## config.mk

```make
export PLATFORM = sky130hd
export DESIGN_NAME = ram_dma_flat
export DESIGN_NICKNAME = d
export VERILOG_FILES = /design/src/rtl/ram_dma_if.sv /design/src/rtl/ram_dma.sv /design/src/flat_wrapper.sv
export SDC_FILE = /design/constraint.sdc
export NUM_CORES = 1
export LEC_CHECK = 0
export BUFFER_PORTS_ARGS = -buffer_cell sky130_fd_sc_hd__buf_2
export CAP_MARGIN = 25
export CORE_MARGIN = 1
export CORE_UTILIZATION = 40
export DETAILED_ROUTE_END_ITERATION = 8
export GPL_TIMING_DRIVEN = 0
export PLACE_DENSITY = 0.66
export SYNTH_ARGS = -nofsm -noshare
export SYNTH_HDL_FRONTEND = slang
export SYNTH_SLANG_ARGS = --single-unit
```

## constraint.sdc

```tcl
create_clock -name clk -period 1.8 [get_ports clk]
set_input_delay 0.18 -clock clk [delete_from_list [all_inputs] [get_ports clk]]
set_output_delay 0.18 -clock clk [all_outputs]
set_load 0.005 [all_outputs]
```

## src/rtl/ram_dma_if.sv

```systemverilog
// Control and RAM-port bundle for the block copy/fill engine.
// master = CPU plus RAM side, slave = the engine itself.
interface ram_dma_if #(
    parameter int AW = 14,
    parameter int DW = 8
);
    logic          start;
    logic          mode;
    logic [AW-1:0] src;
    logic [AW-1:0] dst;
    logic [AW:0]   len;
    logic [DW-1:0] fill_val;
    logic          hold;
    logic          abort;
    logic          busy;
    logic          done;
    logic          aborted;
    logic [AW:0]   remain;
    logic [AW-1:0] ram_ad;
    logic [DW-1:0] ram_din;
    logic [DW-1:0] ram_dout;
    logic          ram_ce;
    logic          ram_oce;
    logic          ram_wre;

    modport master (
        output start, mode, src, dst, len, fill_val, hold, abort, ram_dout,
        input  busy, done, aborted, remain,
        input  ram_ad, ram_din, ram_ce, ram_oce, ram_wre
    );

    modport slave (
        input  start, mode, src, dst, len, fill_val, hold, abort, ram_dout,
        output busy, done, aborted, remain,
        output ram_ad, ram_din, ram_ce, ram_oce, ram_wre
    );
endinterface

```

## src/rtl/ram_dma.sv

```systemverilog
// Byte-serial block copy / block fill engine on one port of the work RAM.
// Ascending order; copy takes RD+WR per byte, fill one WR per byte.
module ram_dma #(
    parameter int AW = 14,
    parameter int DW = 8
) (
    input  logic     clk,
    input  logic     reset_n,
    ram_dma_if.slave bus
);
    typedef enum logic [1:0] {
        IDLE = 2'd0,
        RD   = 2'd1,
        WR   = 2'd2
    } state_e;

    state_e        state_q, state_d;
    logic [AW-1:0] sp_q, sp_d;
    logic [AW-1:0] dp_q, dp_d;
    logic [AW:0]   rem_q, rem_d;
    logic          md_q, md_d;
    logic [DW-1:0] fv_q, fv_d;
    logic          ab_q, ab_d;
    logic          done_q, done_d;
    logic          ce, wre;
    logic [AW-1:0] ad;
    logic [DW-1:0] din;

    always_comb begin
        state_d = state_q;
        sp_d    = sp_q;
        dp_d    = dp_q;
        rem_d   = rem_q;
        md_d    = md_q;
        fv_d    = fv_q;
        ab_d    = ab_q;
        done_d  = 1'b0;
        ce      = 1'b0;
        wre     = 1'b0;
        ad      = '0;
        din     = '0;
        unique case (state_q)
            IDLE: begin
                if (bus.start) begin
                    sp_d  = bus.src;
                    dp_d  = bus.dst;
                    rem_d = bus.len;
                    md_d  = bus.mode;
                    fv_d  = bus.fill_val;
                    ab_d  = 1'b0;
                    if (bus.len == '0) begin
                        done_d = 1'b1;
                    end else begin
                        state_d = bus.mode ? WR : RD;
                    end
                end
            end
            RD: begin
                if (bus.abort) begin
                    state_d = IDLE;
                    ab_d    = 1'b1;
                    done_d  = 1'b1;
                end else if (!bus.hold) begin
                    ce      = 1'b1;
                    ad      = sp_q;
                    sp_d    = sp_q + AW'(1);
                    state_d = WR;
                end
            end
            WR: begin
                // a copy write must consume the byte already read
                if (md_q && bus.abort) begin
                    state_d = IDLE;
                    ab_d    = 1'b1;
                    done_d  = 1'b1;
                end else if (!md_q || !bus.hold) begin
                    ce    = 1'b1;
                    wre   = 1'b1;
                    ad    = dp_q;
                    din   = md_q ? fv_q : bus.ram_dout;
                    dp_d  = dp_q + AW'(1);
                    rem_d = rem_q - (AW+1)'(1);
                    if (rem_q == (AW+1)'(1)) begin
                        state_d = IDLE;
                        done_d  = 1'b1;
                    end else if (!md_q) begin
                        state_d = RD;
                    end
                end
            end
            default: state_d = IDLE;
        endcase
    end

    always_ff @(posedge clk or negedge reset_n) begin
        if (!reset_n) begin
            state_q <= IDLE;
            sp_q    <= '0;
            dp_q    <= '0;
            rem_q   <= '0;
            md_q    <= 1'b0;
            fv_q    <= '0;
            ab_q    <= 1'b0;
            done_q  <= 1'b0;
        end else begin
            state_q <= state_d;
            sp_q    <= sp_d;
            dp_q    <= dp_d;
            rem_q   <= rem_d;
            md_q    <= md_d;
            fv_q    <= fv_d;
            ab_q    <= ab_d;
            done_q  <= done_d;
        end
    end

    assign bus.busy    = (state_q != IDLE);
    assign bus.done    = done_q;
    assign bus.aborted = ab_q;
    assign bus.remain  = rem_q;
    assign bus.ram_ad  = ad;
    assign bus.ram_din = din;
    assign bus.ram_ce  = ce;
    assign bus.ram_oce = ce;
    assign bus.ram_wre = wre;
endmodule

```

## src/flat_wrapper.sv

```systemverilog
// flat-port wrapper written by rule: the top's interface ports become plain ports
module ram_dma_flat 
#(
    parameter int AW = 14,
    parameter int DW = 8
)
  (clk, reset_n, bus_start, bus_mode, bus_src, bus_dst, bus_len, bus_fill_val, bus_hold, bus_abort, bus_ram_dout, bus_busy, bus_done, bus_aborted, bus_remain, bus_ram_ad, bus_ram_din, bus_ram_ce, bus_ram_oce, bus_ram_wre);
  ram_dma_if #(.AW(AW), .DW(DW)) bus_i ();
  input  logic clk;
  input  logic reset_n;
  input wire logic [$bits(bus_i.start)-1:0] bus_start;
  input wire logic [$bits(bus_i.mode)-1:0] bus_mode;
  input wire logic [$bits(bus_i.src)-1:0] bus_src;
  input wire logic [$bits(bus_i.dst)-1:0] bus_dst;
  input wire logic [$bits(bus_i.len)-1:0] bus_len;
  input wire logic [$bits(bus_i.fill_val)-1:0] bus_fill_val;
  input wire logic [$bits(bus_i.hold)-1:0] bus_hold;
  input wire logic [$bits(bus_i.abort)-1:0] bus_abort;
  input wire logic [$bits(bus_i.ram_dout)-1:0] bus_ram_dout;
  output wire logic [$bits(bus_i.busy)-1:0] bus_busy;
  output wire logic [$bits(bus_i.done)-1:0] bus_done;
  output wire logic [$bits(bus_i.aborted)-1:0] bus_aborted;
  output wire logic [$bits(bus_i.remain)-1:0] bus_remain;
  output wire logic [$bits(bus_i.ram_ad)-1:0] bus_ram_ad;
  output wire logic [$bits(bus_i.ram_din)-1:0] bus_ram_din;
  output wire logic [$bits(bus_i.ram_ce)-1:0] bus_ram_ce;
  output wire logic [$bits(bus_i.ram_oce)-1:0] bus_ram_oce;
  output wire logic [$bits(bus_i.ram_wre)-1:0] bus_ram_wre;
  assign bus_i.start = bus_start;
  assign bus_i.mode = bus_mode;
  assign bus_i.src = bus_src;
  assign bus_i.dst = bus_dst;
  assign bus_i.len = bus_len;
  assign bus_i.fill_val = bus_fill_val;
  assign bus_i.hold = bus_hold;
  assign bus_i.abort = bus_abort;
  assign bus_i.ram_dout = bus_ram_dout;
  assign bus_busy = bus_i.busy;
  assign bus_done = bus_i.done;
  assign bus_aborted = bus_i.aborted;
  assign bus_remain = bus_i.remain;
  assign bus_ram_ad = bus_i.ram_ad;
  assign bus_ram_din = bus_i.ram_din;
  assign bus_ram_ce = bus_i.ram_ce;
  assign bus_ram_oce = bus_i.ram_oce;
  assign bus_ram_wre = bus_i.ram_wre;
  ram_dma #(.AW(AW), .DW(DW)) u_core (.clk(clk), .reset_n(reset_n), .bus(bus_i));
endmodule
```

# == Word level (Yosys, flattened, before mapping) ==
# Cells that the tools add are included.
# op_classes
addsub,3
muxes,48
eq_ne,14
n_reduce_logical,15
# op_table
cell,count
$mux W14,10
$pmux W14 S2,3
$mux W15,3
$mux W8,4
$pmux W15 S2,1
$add A14 B1 Y14 const B,2
$mux W2,9
$eq A15 B1 Y1 const B,1
$logic_not A15 Y1,1
$sub A15 B1 Y15 const B,1
$mux W1,14
$ne A2 B2 Y1 const B,6
$reduce_and A4 Y1,3
$pmux W1 S3,2
$pmux W2 S3,1
$reduce_bool A2 Y1,3
$reduce_and A5 Y1,1
$ne A2 B1 Y1 const B,2
$ne A4 B4 Y1 const B,1
$ne A3 B1 Y1 const B,1
$ne A3 B3 Y1 const B,1
$reduce_bool A3 Y1,1
$eq A2 B1 Y1 const B,1
$eq A2 B2 Y1 const B,1
6 further kinds,7
# word_totals
wordCells,88
inputBits,65
ff_bits,56

# == Depth between registers and ports, before layout ==
# logic_depth
word_depth,5
mapped_depth,9

# == Worst setup path before layout ==
# OpenSTA, ideal clock, no wires.
# synth_timing
path_type,register to output
startpoint,register u_core.state_q[1]
endpoint,output port bus_ram_oce
stages_incl_launch_ff,9
arrival_ns,1.552
setup_slack_ns,0.068
t_required_ns,1.620
cell_sequence,dfrtp_1 inv_1 ha_1 buf_2 inv_1 nor3_2 buf_2 o21a_1 buf_4
# synth_via
elab_chain_cells,2
word_cells_on_any_way,3
classes_between,eq/ne: 2; mux: 1
# synth_lines
element,line_no,text
"start, declared",ram_dma.sv:17,"state_e state_q, state_d;"
"start signal, assigned",ram_dma.sv:106,state_q <= state_d;
$eq A2 B2 Y1 / $eq A2 B1 Y1 (equally long branches),ram_dma.sv:42,unique case (state_q)
$pmux W1 S2 *,ram_dma.sv:42,
"end, declared",flat_wrapper.sv:27,output wire logic [$bits(bus_i.ram_oce)-1:0] bus_ram_oce;
# Mark *: on every way between the ends. The rest lies on a longest branch, timed or not.

# == Worst setup path after layout ==
# layout_timing
startpoint,register u_core.state_q[1]
endpoint,register u_core.rem_q[10] (netlist: u_core.bus.remain[10])
# layout_via
elab_chain_cells,3
word_cells_on_any_way,8
classes_between,eq/ne: 4; mux: 1; reduce/logical: 3
# layout_lines
element,line_no,text
$eq A2 B2 Y1 / $logic_not A2 Y1 (equally long branches),ram_dma.sv:42,
$ne A2 B2 Y1 (no line) (tied with other cells),--,
$reduce_and A4 Y1 (no line),--,
"end signal, assigned",ram_dma.sv:109,rem_q <= rem_d;
"end, declared",ram_dma.sv:20,"logic [AW:0] rem_q, rem_d;"
# Parallel ways exist; a longest one is shown, timed or not.
# A chain may end at the register's enable or synchronous reset.

==> results.toml <==
[layout]
drive_gt1_share_pct = 44.97
regArea_um2 = 1408
n_antenna_cell = 0
multi_input_area_um2 = 2663
area_growth_pct = 45.63
final.fill_count = 814
layout.nets = 669

[placement]
routabilityCongestion = 0.8598
port_buffers = 106
hpwl_um = 8907
dpl_worst_slack_ps = -304.2

[clock_tree]
cts_tree = "done"
cts_made_buffers = 5
clock_sinks = 56
cts-root-buf = "clkbuf_8"
clock_latency_ps = 310
cts.clk_slew.worst_paths_ps = 100
clockBufferDepth = 2
ctsHtreeMaxLevel = 2

[logic_synthesis]
ys_seq_area_share_pct = 36.12
synth_ff_type = "dfrtp_1"
synth_area_um2 = 3880
yosysTopAreaCellShare_pct = 36.12
synth.most_common_cell = "dfrtp_1"
synth_cell_types = 52
yosys_warnings = 0
syn_nets = 519
synthArstFlopShare_pct = 100.0
postSynthCellCount = 446
synth_area_leaders = "dfrtp_1 (36%), a21oi_1 (5.0%), mux2i_1 (4.9%)"
synth-edff-count = 0
avgSynthCellArea_um2 = 8.699
ys_seq_elements = 56
synth_commonest_cells = "dfrtp_1 (56), a21oi_1 (39), nor2_1 (32)"
synth_top_area_cell = "dfrtp_1"

[setup_path]
crit_type = "register to register"
arrival_ps = 2220
crit_required_ps = 2010
cp_max_fo = 7
cp-end-kind = "register"
worst_setup_path_start_kind = "register"

[die]
coreArea_um2 = 9328
die_y_um = 100.5
initial_core_util_pct = 41.60
pin_count = 108
die_area_um2 = 10100
fp.dieW_um = 100.5
rows = 35

[detailed_routing]
ant_nets = 0
routed_wl_um = 13350
vias_per_cell = 5.941
first_pass_iters = 5
dr.first_iter.drc_count = 283
wl_per_cell_um = 18.41
drc = 0
vias = 4307

[grt]
grt_pass1_vias = 4049
grt-ovfl-total = 0
antenna_found_initial = 0
grt_pass1_wl_um = 20130
grt_usage_pct = 25.18
grt_max_degree = 36

[outcome]
violations = "negative setup slack"
outcome = "finished with violations"

[sta]
fin_crit_sh_pct = 111.7
tns_ps = -5983
min_period_ps = 2011
setup_viol = 48
tightest_slew_ps = 533.2
skew_ps = 5.846
worst_slack_ps = -211.1
slew_headroom_pct = 64.45
hold_violations = 0
slew_violations = 0
grt_setup_unrepaired = "true"
timing.fmax_mhz = 497.2

[run]
cap_violations = 0

[min_path]
hp-class = "input port to register"

[power_and_ir_drop]
power_density_nw_per_um2 = 1902
ir_drop_v = 0.0007745
leakagePower_nw = 2.429
==> registers in the layout, summed over array words and instances (netlist names) <==
register	count
u_core.dp_q	14
u_core.bus.remain	15
u_core.state_q	2
u_core.md_q	1
u_core.bus.done	1
u_core.sp_q	14
u_core.bus.aborted	1
u_core.fv_q	8
==> report_power, final <==
| group | switching (mW) | internal (mW) | leakage [nW] | total, mW |
|---|---|---|---|---|
| clock network | 0.424 | 0.345 | 0.0503 | 0.769 |
| logic | 3.53 | 3.61 | 1.73 | 7.14 |
| registers | 0.921 | 1.92 | 0.647 | 2.84 |
| total | 4.88 | 5.87 | 2.43 | 10.7 |
==> metal layers <==
layer	wire length, um	share of wire (%)	GRT usage (%)	up-vias
met5	0	0	0	-
met3	906	6.8	3.467	28
met2	6456	48	41.52	179
met4	296	2.2	7.023	0
li1	-	-	-	1983
met1	5688	43	34.66	2117
==> cells in the final DEF, fill, tap and decap left out, types with 8 or more instances in the layout <==
| master | netlist | final |
|---|---|---|
| nor2_1 | 32 | 28 |
| a21oi_1 | 39 | 26 |
| buf_6 | 0 | 23 |
| nand3_1 | 23 | 23 |
| nand4_1 | 10 | 10 |
| nand2_1 | 28 | 22 |
| dfrtp_1 | 56 | 51 |
| o21ai_2 | 0 | 8 |
| mux2_2 | 12 | 10 |
| a21oi_2 | 0 | 11 |
| o22a_1 | 8 | 8 |
| a22oi_1 | 20 | 9 |
| o21ai_1 | 5 | 12 |
| o21a_1 | 8 | 8 |
| a22oi_2 | 0 | 11 |
| o22ai_1 | 14 | 14 |
| nor2b_1 | 15 | 13 |
| mux2i_1 | 19 | 18 |
| and3_1 | 9 | 9 |
| buf_2 | 14 | 107 |
| buf_4 | 3 | 24 |
==> critical path, stage by stage, from the launching register on <==
cell and delay (ps):
dfrtp_1 420, buf_6 130, ha_4 140, buf_6 120, buf_4 130, buf_4 130, o221ai_4 370, buf_6 200
a21oi_1 50, o22a_1 190
==> metrics by stage <==
stage	instance area (um2)	hold WS [ps]	util, %	total power [mW]	cells
detailed placement	4592	184.2	49.23	7.496	682
global route	5650	84.85	60.58	11.46	725
finish	5650	90.17	60.58	10.75	725
global placement	4572	409.8	49.01	7.343	681
floorplan	3880	-115.6	-	5.938	446
CTS	5000	87.78	53.60	8.920	702
==> final cells by class <==
type / instances / share of cell area [%]
Buffer: 33 / 5.536
Clock buffer: 7 / 1.705
Inverter: 11 / 1.129
Multi-Input combinational cell: 344 / 47.12
Sequential cell: 56 / 24.91
Tap cell: 129 / 2.857
Timing Repair Buffer: 145 / 16.74
==> final timing paths <==
| check | startpoint | to | slack [ps] | depth (start not counted) |
|---|---|---|---|---|
| max reg2reg | u_core.state_q[1] | u_core.bus.remain[10] | -210 | 9 |
| max in group asynchronous | reset_n | u_core.bus.remain[0] | 800 | 3 |
| max | u_core.state_q[1] | u_core.bus.remain[10] | -210 | 9 |
| min reg2reg | u_core.fv_q[1] | u_core.fv_q[1] | 520 | 1 |
| min in group asynchronous | reset_n | u_core.sp_q[7] | 380 | 2 |
| min | bus_src[6] | u_core.sp_q[6] | 90 | 3 |
==> kinds of logic after synthesis <==
group	after synthesis	share of synthesized area, %
buffers and inverters	46	5.192
multiplexers	32	8.675
adder cells (fa/ha/maj)	8	2.580
AO/OA/AOI/OAI	144	24.51
flip-flops	56	36.12
AND/OR/NAND/NOR	160	22.93
==> timing repair <==
item,in CTS,in global routing
pin swaps,6,24
hold endpoints to repair,21,0
hold buffers,1,0
resized for setup,63,134
gates cloned,0,8
setup buffers,12,17
endpoints found under the setup margin,80,82
Power figures use the tool's default switching activity.
